`config.mk`:
```
export PLATFORM = sky130hd
export DESIGN_NAME = memory_access_controller_flat
export DESIGN_NICKNAME = d
export VERILOG_FILES = /design/src/rtl/instr_type.sv /design/src/rtl/register_file_params.sv /design/src/rtl/mem_access_pkg.sv /design/src/rtl/memory_access_controller_if.sv /design/src/rtl/load_aligner.sv /design/src/rtl/memory_access_controller.sv /design/src/flat_wrapper.sv
export SDC_FILE = /design/constraint.sdc
export NUM_CORES = 1
export LEC_CHECK = 0
export CORE_MARGIN = 2
export CORE_UTILIZATION = 40
export DETAILED_ROUTE_END_ITERATION = 12
export DONT_BUFFER_PORTS = 1
export HOLD_SLACK_MARGIN = 0.15
export PLACE_DENSITY = 0.62
export SLEW_MARGIN = 30
export SYNTH_ARGS = -nofsm -noshare
export SYNTH_HDL_FRONTEND = slang
export SYNTH_SLANG_ARGS = --single-unit
```
`constraint.sdc`:
```
create_clock -name clk -period 6.11 [get_ports clk]
set_input_delay 0.611 -clock clk [delete_from_list [all_inputs] [get_ports clk]]
set_output_delay 0.611 -clock clk [all_outputs]
set_load 0.03 [all_outputs]
```
`src/rtl/instr_type.sv`:
```
// Decoded instruction kinds produced by the decode/execute stages.
package instr_type;
  typedef enum logic [3:0] {
    ADD, SUB, ADDI, LUI, LB, LH, LW, LBU, LHU, SB, SH, SW
  } instr_kind_t;
endpackage

```
`src/rtl/register_file_params.sv`:
```
// Register file and datapath widths shared across the pipeline.
package register_file_params;
  localparam int OPERAND_WIDTH = 32;
  localparam int REGISTER_DESCRIPTOR_WIDTH = 5;
endpackage

```
`src/rtl/mem_access_pkg.sv`:
```
// Types and store/alignment helpers for the memory access stage.
package mem_access_pkg;
  import instr_type::*;

  typedef enum logic [1:0] {IDLE, REQ, WAIT} mac_state_t;

  function automatic logic [3:0] store_strobe(instr_kind_t kind, logic [1:0] addr);
    logic [3:0] strb;
    strb = 4'b0000;
    case (kind)
      SB: strb = 4'b0001 << addr;
      SH: strb = 4'b0011 << addr;
      SW: strb = 4'b1111;
      default: strb = 4'b0000;
    endcase
    return strb;
  endfunction

  // Narrow stores replicate their data so the memory picks the lane via strobes.
  function automatic logic [31:0] store_data(instr_kind_t kind, logic [31:0] data);
    logic [31:0] wdata;
    wdata = 32'h0;
    case (kind)
      SB: wdata = {4{data[7:0]}};
      SH: wdata = {2{data[15:0]}};
      SW: wdata = data;
      default: wdata = 32'h0;
    endcase
    return wdata;
  endfunction

  function automatic logic is_misaligned(instr_kind_t kind, logic [1:0] addr);
    logic mis;
    mis = 1'b0;
    case (kind)
      LH, LHU, SH: mis = addr[0];
      LW, SW:      mis = |addr;
      default:     mis = 1'b0;
    endcase
    return mis;
  endfunction
endpackage

```
`src/rtl/memory_access_controller_if.sv`:
```
// Request/response bus between the memory access stage and the data memory.
interface memory_access_controller_if;
  logic        mem_req_valid;
  logic        mem_req_ready;
  logic        mem_req_write;
  logic [31:0] mem_req_addr;
  logic [31:0] mem_req_wdata;
  logic [3:0]  mem_req_wstrb;
  logic        mem_resp_valid;
  logic [31:0] mem_resp_rdata;

  modport master (
    output mem_req_valid, mem_req_write, mem_req_addr, mem_req_wdata, mem_req_wstrb,
    input  mem_req_ready, mem_resp_valid, mem_resp_rdata
  );

  modport slave (
    input  mem_req_valid, mem_req_write, mem_req_addr, mem_req_wdata, mem_req_wstrb,
    output mem_req_ready, mem_resp_valid, mem_resp_rdata
  );
endinterface

```
`src/rtl/load_aligner.sv`:
```
// Picks the addressed lane out of a read word and sign/zero extends it.
module load_aligner
  import instr_type::*;
(
  input  instr_kind_t kind,
  input  logic [1:0]  addr_lo,
  input  logic [31:0] rdata,
  output logic [31:0] value
);
  logic [31:0] shifted;

  assign shifted = rdata >> {addr_lo, 3'b000};

  always_comb begin
    value = rdata;
    case (kind)
      LB:  value = {{24{shifted[7]}}, shifted[7:0]};
      LBU: value = {24'h0, shifted[7:0]};
      LH:  value = {{16{shifted[15]}}, shifted[15:0]};
      LHU: value = {16'h0, shifted[15:0]};
      default: value = rdata;
    endcase
  end
endmodule

```
`src/rtl/memory_access_controller.sv`:
```
// Memory stage: turns execute results into data-memory transactions, with a
// one-cycle registered pass-through for non-memory results.
module memory_access_controller
  import instr_type::*, register_file_params::*, mem_access_pkg::*;
#(
  parameter int MAX_WAIT = 255
) (
  input  logic                                 clk,
  input  logic                                 rst,
  input  logic                                 valid_input,
  input  instr_kind_t                          instr_kind_input,
  input  logic                                 read_memory,
  input  logic                                 write_memory,
  input  logic [OPERAND_WIDTH-1:0]             read_memory_address,
  input  logic [OPERAND_WIDTH-1:0]             write_memory_address,
  input  logic [OPERAND_WIDTH-1:0]             new_memory_value,
  input  logic [OPERAND_WIDTH-1:0]             new_register_value,
  input  logic [REGISTER_DESCRIPTOR_WIDTH-1:0] rd_addr_input,
  input  logic                                 write_register,
  output logic                                 stall_output,
  memory_access_controller_if.master           mem,
  output logic                                 valid_output,
  output logic [REGISTER_DESCRIPTOR_WIDTH-1:0] rd_addr_output,
  output logic                                 write_register_output,
  output logic [OPERAND_WIDTH-1:0]             register_value_output,
  output logic                                 misaligned_output,
  output logic                                 timeout_output
);
  localparam int CW = $clog2(MAX_WAIT + 1);

  mac_state_t                         state_reg, state_next;
  logic [CW-1:0]                      count_reg, count_next;
  instr_kind_t                        kind_reg, kind_next;
  logic [OPERAND_WIDTH-1:0]           addr_reg, addr_next;
  logic [OPERAND_WIDTH-1:0]           data_reg, data_next;
  logic [REGISTER_DESCRIPTOR_WIDTH-1:0] rd_reg, rd_next;
  logic                               is_load_reg, is_load_next;

  logic                               valid_reg, valid_next;
  logic [REGISTER_DESCRIPTOR_WIDTH-1:0] rd_out_reg, rd_out_next;
  logic                               wreg_reg, wreg_next;
  logic [OPERAND_WIDTH-1:0]           value_reg, value_next;
  logic                               mis_reg, mis_next;
  logic                               to_reg, to_next;

  logic [OPERAND_WIDTH-1:0] sel_addr;
  logic [31:0]              load_value;
  logic                     mem_op, in_req, limit_hit;

  assign sel_addr  = write_memory ? write_memory_address : read_memory_address;
  assign mem_op    = read_memory | write_memory;
  assign in_req    = (state_reg == REQ);
  assign limit_hit = (count_reg == CW'(MAX_WAIT - 1));

  load_aligner u_load_aligner (
    .kind    (kind_reg),
    .addr_lo (addr_reg[1:0]),
    .rdata   (mem.mem_resp_rdata),
    .value   (load_value)
  );

  // Request fields come only from latched state, so they hold while ready is low.
  assign mem.mem_req_valid = in_req;
  assign mem.mem_req_write = in_req & ~is_load_reg;
  assign mem.mem_req_addr  = in_req ? {addr_reg[31:2], 2'b00} : 32'h0;
  assign mem.mem_req_wdata = in_req ? store_data(kind_reg, data_reg) : 32'h0;
  assign mem.mem_req_wstrb = in_req ? store_strobe(kind_reg, addr_reg[1:0]) : 4'h0;

  assign stall_output          = (state_reg != IDLE);
  assign valid_output          = valid_reg;
  assign rd_addr_output        = rd_out_reg;
  assign write_register_output = wreg_reg;
  assign register_value_output = value_reg;
  assign misaligned_output     = mis_reg;
  assign timeout_output        = to_reg;

  always_comb begin
    state_next   = state_reg;
    count_next   = count_reg;
    kind_next    = kind_reg;
    addr_next    = addr_reg;
    data_next    = data_reg;
    rd_next      = rd_reg;
    is_load_next = is_load_reg;
    valid_next   = 1'b0;
    rd_out_next  = rd_out_reg;
    wreg_next    = wreg_reg;
    value_next   = value_reg;
    mis_next     = 1'b0;
    to_next      = 1'b0;
    case (state_reg)
      IDLE: begin
        if (valid_input) begin
          if (!mem_op) begin
            valid_next  = 1'b1;
            rd_out_next = rd_addr_input;
            wreg_next   = write_register;
            value_next  = new_register_value;
          end else if (is_misaligned(instr_kind_input, sel_addr[1:0])) begin
            valid_next  = 1'b1;
            rd_out_next = rd_addr_input;
            wreg_next   = 1'b0;
            value_next  = '0;
            mis_next    = 1'b1;
          end else begin
            state_next   = REQ;
            count_next   = '0;
            kind_next    = instr_kind_input;
            addr_next    = sel_addr;
            data_next    = new_memory_value;
            rd_next      = rd_addr_input;
            is_load_next = read_memory;
          end
        end
      end
      REQ, WAIT: begin
        count_next = count_reg + CW'(1);
        // A response arriving on the last allowed cycle still completes normally.
        if (state_reg == WAIT && mem.mem_resp_valid) begin
          state_next  = IDLE;
          valid_next  = 1'b1;
          rd_out_next = rd_reg;
          wreg_next   = is_load_reg;
          value_next  = is_load_reg ? load_value : '0;
        end else if (limit_hit) begin
          state_next  = IDLE;
          valid_next  = 1'b1;
          rd_out_next = rd_reg;
          wreg_next   = 1'b0;
          value_next  = '0;
          to_next     = 1'b1;
        end else if (state_reg == REQ && mem.mem_req_ready) begin
          state_next = WAIT;
        end
      end
      default: state_next = IDLE;
    endcase
  end

  always_ff @(posedge clk) begin
    if (rst) begin
      state_reg   <= IDLE;
      count_reg   <= '0;
      kind_reg    <= ADD;
      addr_reg    <= '0;
      data_reg    <= '0;
      rd_reg      <= '0;
      is_load_reg <= 1'b0;
      valid_reg   <= 1'b0;
      rd_out_reg  <= '0;
      wreg_reg    <= 1'b0;
      value_reg   <= '0;
      mis_reg     <= 1'b0;
      to_reg      <= 1'b0;
    end else begin
      state_reg   <= state_next;
      count_reg   <= count_next;
      kind_reg    <= kind_next;
      addr_reg    <= addr_next;
      data_reg    <= data_next;
      rd_reg      <= rd_next;
      is_load_reg <= is_load_next;
      valid_reg   <= valid_next;
      rd_out_reg  <= rd_out_next;
      wreg_reg    <= wreg_next;
      value_reg   <= value_next;
      mis_reg     <= mis_next;
      to_reg      <= to_next;
    end
  end
endmodule

```
`src/flat_wrapper.sv`:
```
// flat-port wrapper written by rule: the top's interface ports become plain ports
module memory_access_controller_flat import instr_type::*, register_file_params::*, mem_access_pkg::*;
#(
  parameter int MAX_WAIT = 255
)
  (clk, rst, valid_input, instr_kind_input, read_memory, write_memory, read_memory_address, write_memory_address, new_memory_value, new_register_value, rd_addr_input, write_register, stall_output, valid_output, rd_addr_output, write_register_output, register_value_output, misaligned_output, timeout_output, mem_mem_req_valid, mem_mem_req_write, mem_mem_req_addr, mem_mem_req_wdata, mem_mem_req_wstrb, mem_mem_req_ready, mem_mem_resp_valid, mem_mem_resp_rdata);
  memory_access_controller_if mem_i ();
  input  logic clk;
  input  logic rst;
  input  logic valid_input;
  input  instr_kind_t instr_kind_input;
  input  logic read_memory;
  input  logic write_memory;
  input  logic [OPERAND_WIDTH-1:0] read_memory_address;
  input  logic [OPERAND_WIDTH-1:0] write_memory_address;
  input  logic [OPERAND_WIDTH-1:0] new_memory_value;
  input  logic [OPERAND_WIDTH-1:0] new_register_value;
  input  logic [REGISTER_DESCRIPTOR_WIDTH-1:0] rd_addr_input;
  input  logic write_register;
  output logic stall_output;
  output logic valid_output;
  output logic [REGISTER_DESCRIPTOR_WIDTH-1:0] rd_addr_output;
  output logic write_register_output;
  output logic [OPERAND_WIDTH-1:0] register_value_output;
  output logic misaligned_output;
  output logic timeout_output;
  output wire logic [$bits(mem_i.mem_req_valid)-1:0] mem_mem_req_valid;
  output wire logic [$bits(mem_i.mem_req_write)-1:0] mem_mem_req_write;
  output wire logic [$bits(mem_i.mem_req_addr)-1:0] mem_mem_req_addr;
  output wire logic [$bits(mem_i.mem_req_wdata)-1:0] mem_mem_req_wdata;
  output wire logic [$bits(mem_i.mem_req_wstrb)-1:0] mem_mem_req_wstrb;
  input wire logic [$bits(mem_i.mem_req_ready)-1:0] mem_mem_req_ready;
  input wire logic [$bits(mem_i.mem_resp_valid)-1:0] mem_mem_resp_valid;
  input wire logic [$bits(mem_i.mem_resp_rdata)-1:0] mem_mem_resp_rdata;
  assign mem_mem_req_valid = mem_i.mem_req_valid;
  assign mem_mem_req_write = mem_i.mem_req_write;
  assign mem_mem_req_addr = mem_i.mem_req_addr;
  assign mem_mem_req_wdata = mem_i.mem_req_wdata;
  assign mem_mem_req_wstrb = mem_i.mem_req_wstrb;
  assign mem_i.mem_req_ready = mem_mem_req_ready;
  assign mem_i.mem_resp_valid = mem_mem_resp_valid;
  assign mem_i.mem_resp_rdata = mem_mem_resp_rdata;
  memory_access_controller #(.MAX_WAIT(MAX_WAIT)) u_core (.clk(clk), .rst(rst), .valid_input(valid_input), .instr_kind_input(instr_kind_input), .read_memory(read_memory), .write_memory(write_memory), .read_memory_address(read_memory_address), .write_memory_address(write_memory_address), .new_memory_value(new_memory_value), .new_register_value(new_register_value), .rd_addr_input(rd_addr_input), .write_register(write_register), .stall_output(stall_output), .mem(mem_i), .valid_output(valid_output), .rd_addr_output(rd_addr_output), .write_register_output(write_register_output), .register_value_output(register_value_output), .misaligned_output(misaligned_output), .timeout_output(timeout_output));
endmodule
```
### Word-level counts from Yosys, hierarchy flattened

Index checks and enable logic that the tools add are counted.

* register bits after elaboration: 125
* input port bits: 177
* output and inout bits: 112

* add/sub/neg operators: 1
* equal/unequal tests: 21
* shift-type cells: 3
* muxes and demuxes: 47
* bitwise gates (word level): 8
* reductions and logical operators: 15

Operators with widths (count)
* 2-to-1 mux 32 bit: 9
* case mux 32 bit (4 select lines): 1
* case mux 32 bit (3 select lines): 1
* case mux 32 bit (2 select lines): 1
* >> shifter 32 x 5 -> 16 bit: 1
* == test 4 bit (second input constant): 7
* 2-to-1 mux 5 bit: 5
* 2-to-1 mux 8 bit: 3
* == test 4 x 3 -> 1 bit (second input constant): 5
* case mux 8 bit (2 select lines): 1
* AND reduction 4 bit: 4
* 2-to-1 mux 1 bit: 13
* 2-to-1 mux 2 bit: 6
* case mux 4 bit (3 select lines): 1
* case mux 5 bit (2 select lines): 1
* adder 8 x 1 -> 8 bit (second input constant): 1
* == test 8 bit (second input constant): 1
* inverter 1 bit: 6
* case mux 1 bit (2 select lines): 3
* OR reduction 2 bit: 3
* OR reduction 3 bit: 2
* 2-to-1 mux 4 bit: 1
* inequality test 2 bit (second input constant): 2
* inequality test 4 x 1 -> 1 bit (second input constant): 1
* other kinds (14): 16

### Depth between registers and ports, before layout

* depth after elaboration: 10
* depth in mapped cells: 10

### Modules after synthesis

A second synthesis with hierarchy kept.

* cells, all modules: 874
* area total of the unflattened synthesis: 7088.0 sq um

Modules (own cells, without submodules)
* memory_access_controller: times used 1, cells an instance 744, area an instance 6226.0 sq um
* load_aligner: times used 1, cells an instance 130, area an instance 862.1 sq um

### Worst setup path before layout

Ideal clock, no wire load.

* kind: register -> output
* start: register u_core.kind_reg[1]
* end: output port mem_mem_req_wdata[31]
* arrival time: 2.206 ns
* data required time: 5.499 ns
* path slack: 3.293 ns
* stages on the path, launching flop included: 6
* cells stage by stage: dfxtp_1 -> clkbuf_1 -> clkbuf_1 -> clkbuf_1 -> a21oi_1 -> a211oi_1

* cells in the longest elaborated chain, start to end: 3

Ends and longest elaborated chain
* start: declaration: RTL line memory_access_controller.sv:33 `instr_kind_t kind_reg, kind_next;`
* start signal: assignment: RTL line memory_access_controller.sv:158 `kind_reg <= kind_next;`
* == test 4 bit: RTL line mem_access_pkg.sv:23 `case (kind)`
* case mux 32 bit (3 select lines) *: RTL line mem_access_pkg.sv:23
* 2-to-1 mux 32 bit *: RTL line memory_access_controller.sv:66 `assign mem.mem_req_wdata = in_req ? store_data(kind_reg, data_reg) : 32'h0;`
* end: declaration: RTL line flat_wrapper.sv:30 `output wire logic [$bits(mem_i.mem_req_wdata)-1:0] mem_mem_req_wdata;`

Mark *: on every way between the ends. The rest lies on a longest branch, timed or not.

### Worst setup path after layout

* start: register u_core.kind_reg[1]
* end: output port mem_mem_req_wdata[17]

Same word-level chain as after synthesis.

==> out/metrics.cfg <==
[cells_and_area]
fin_util=0.452
drive_above_1_share=0.0767
final_cell_mix=nor2_1 (130), nand2_1 (128), dfxtp_1 (124), a21oi_1 (89), mux2i_1 (41)
nNetsFinal=1017
n_antenna_cell=0
syn2layout_area_growth_pct=9.69
final_common_cell=nor2_1
fillers=1658

[placed_design]
place_congestion=0.810
hpwl_um=14600
place_ws_ns=2.66
port_buffers=0

[synthesis]
ys_seq_elements=125
syn_inst=885
synth-main-ff-cell=dfxtp_1
synth-edff-count=0
synth_area_mm2=0.00685
synth-xor-area-share=0
synth.area.mux_share=0.0621
async_flop_share=0
ys_seq_area_frac=0.365
synth_compound_area_frac=0.269
yosys.area_share.simple=0.236
synth_top_family_by_area=compound AO/OA/AOI/OAI gates
synthAdderAreaFrac=0.0110
ys_warn_count=0
syn_avg_cell_area_um2=7.74
synth.distinct_cells=58

[floorplanning]
core_area_mm2=0.0166
initial_core_util=0.412
row_count=47
die-area_mm2=0.0182
die_x_um=135
die_height_um=135
ios=289

[clocking]
cts_root_buf=clkbuf_16
post_cts_buffers=0
cts_tree=built
hold_buffers=0
cts-resized-gates=0
cts_buffers=17
clock_sink_count=125
clock_latency_ns=0.42
cts_max_path_buffers=2
clk_pin_slew_worst_paths_ns=0.06
htreeDepth=4

[pwr]
ir_drop_mv=0.198
p_leak_nw=2.69
power.density_mw_per_mm2=366
finalPower_w=0.00275

[sta]
max_freq_mhz=281
slew_violations=0
setup_viol=0
max_slew.worst_pin.slew_ns=0.990
layout_setup_ws_ns=2.55
tns_ns=0
rsz0062_at_grt=no
timing.final.crit_share=0.583
fin_skew_ns=0.0173
fin_crit_ns=3.56
maxSlewHeadroom=0.336
hold_slack_ns=0.267
hold_violations=0

[worst_setup_path]
slowest_stage=dfxtp_2
cp_data_required_time_ns=5.50
end_kind=output port
worstSetupStartpoint=u_core.kind_reg[1]
worstPathArrival_ns=2.95
crit_path_max_fanout=51
start_kind=flop
path_cells=nor2b_1 -> a22oi_1 -> nor2_1
path_delay_family=simple AND/OR/NAND/NOR gates
max_stage_delay_ns=0.94
ff2ff_path_depth=7
cp.depth=3
worst-path-buf-inv=0
critPathKind=reg2out
r2r-start=u_core.state_reg[0]

[routing]
first_iter_violations=398
ant_nets=0
firstDrtPassIters=5
viasPerCell=5.80
wl_per_cell_um=19.6
wl_um=20900
drc=0
dr_total_vias=6190

[run]
maxCapViolCount=0

[grt]
grt_antenna_before_repair=0
grt_pass1_wl_um=31500
grt_max_degree=127
grt_remaining_overflow=0
grtUsageTotal=0.220
grt_pass1_vias=5659

[status]
status=complete, no violations

[hold_path]
min-delay-path-class=in2reg
hold_start=rst
worstHoldPathCells=1

==> per-stage QoR <==
stage	cells	cell area, um^2
2_1_floorplan	886	6860
3_3_place_gp	1035	6860
3_5_place_dp	1035	6880
4_1_cts	1067	7500
5_1_grt	1067	7520
6_report	1067	7520
==> synthesized netlist by cell type, drive strengths merged, types with 15 or more instances <==
cell type | n | area [um^2]
nor2 | 132 | 495
nand2 | 128 | 480
dfxtp | 125 | 2500
a21oi | 89 | 445
a211oi | 48 | 370
clkbuf | 43 | 161
mux2i | 41 | 410
and2 | 38 | 238
buf | 35 | 185
a311oi | 32 | 280
o21ai | 23 | 123
o211ai | 20 | 150
a22oi | 18 | 135
nor2b | 15 | 93.8
==> cells by family (layout without fill, tap and decap cells) <==
family                   Yosys count  after routing
AO/OA/AOI/OAI                    265            265
adder cells (fa/ha/maj)            6              6
buffers and inverters             89             50
flip-flops                       125            125
multiplexers                      42             42
other                              1              2
AND/OR/NAND/NOR                  357            357
==> layer usage <==
metal	up-vias	global-route usage	wire length (um)
met5	-	0	0
met4	0	0.0778	356
met3	29	0.0916	2130
met2	256	0.348	9710
met1	2865	0.268	8720
li1	3040	-	-
==> final cells by class <==
cell class | count | area, um^2 | area share
clock inverters | 14 | 181 | 0.0241
flip-flops and latches | 125 | 2500 | 0.333
multi-input cells | 672 | 4020 | 0.535
clock buffers | 18 | 439 | 0.0584
repair buffers | 7 | 56.3 | 0.00749
well taps | 220 | 275 | 0.0366
inverters | 11 | 41.3 | 0.00549
==> worst reg2reg max path, stage by stage (launching register included) <==
cell and delay, ns:
dfxtp_1 0.38, inv_1 0.09, ha_1 0.65, nand4_1 0.59, nor2_2 0.75, o311a_1 0.43, o21ai_0 0.14, a311oi_1 0.29
==> final timing paths <==
kind,slack [ns],to
worst min register to register,0.45,u_core.rd_reg[3]
worst max register to register,2.71,u_core.register_value_output[11]
worst max-delay path,2.55,mem_mem_req_wdata[17]
worst min-delay path,0.27,u_core.register_value_output[4]
==> power breakdown <==
group	leakage, nW	total (W)	internal, W	switching [W]
Combinational	1.37	0.000523	0.000184	0.000339
Sequential	1.03	0.00116	0.000935	0.000221
Clock	0.296	0.00107	0.000662	0.000412
Total	2.69	0.00275	0.00178	0.000972
Note: power is estimated with default switching activity, not from simulation.
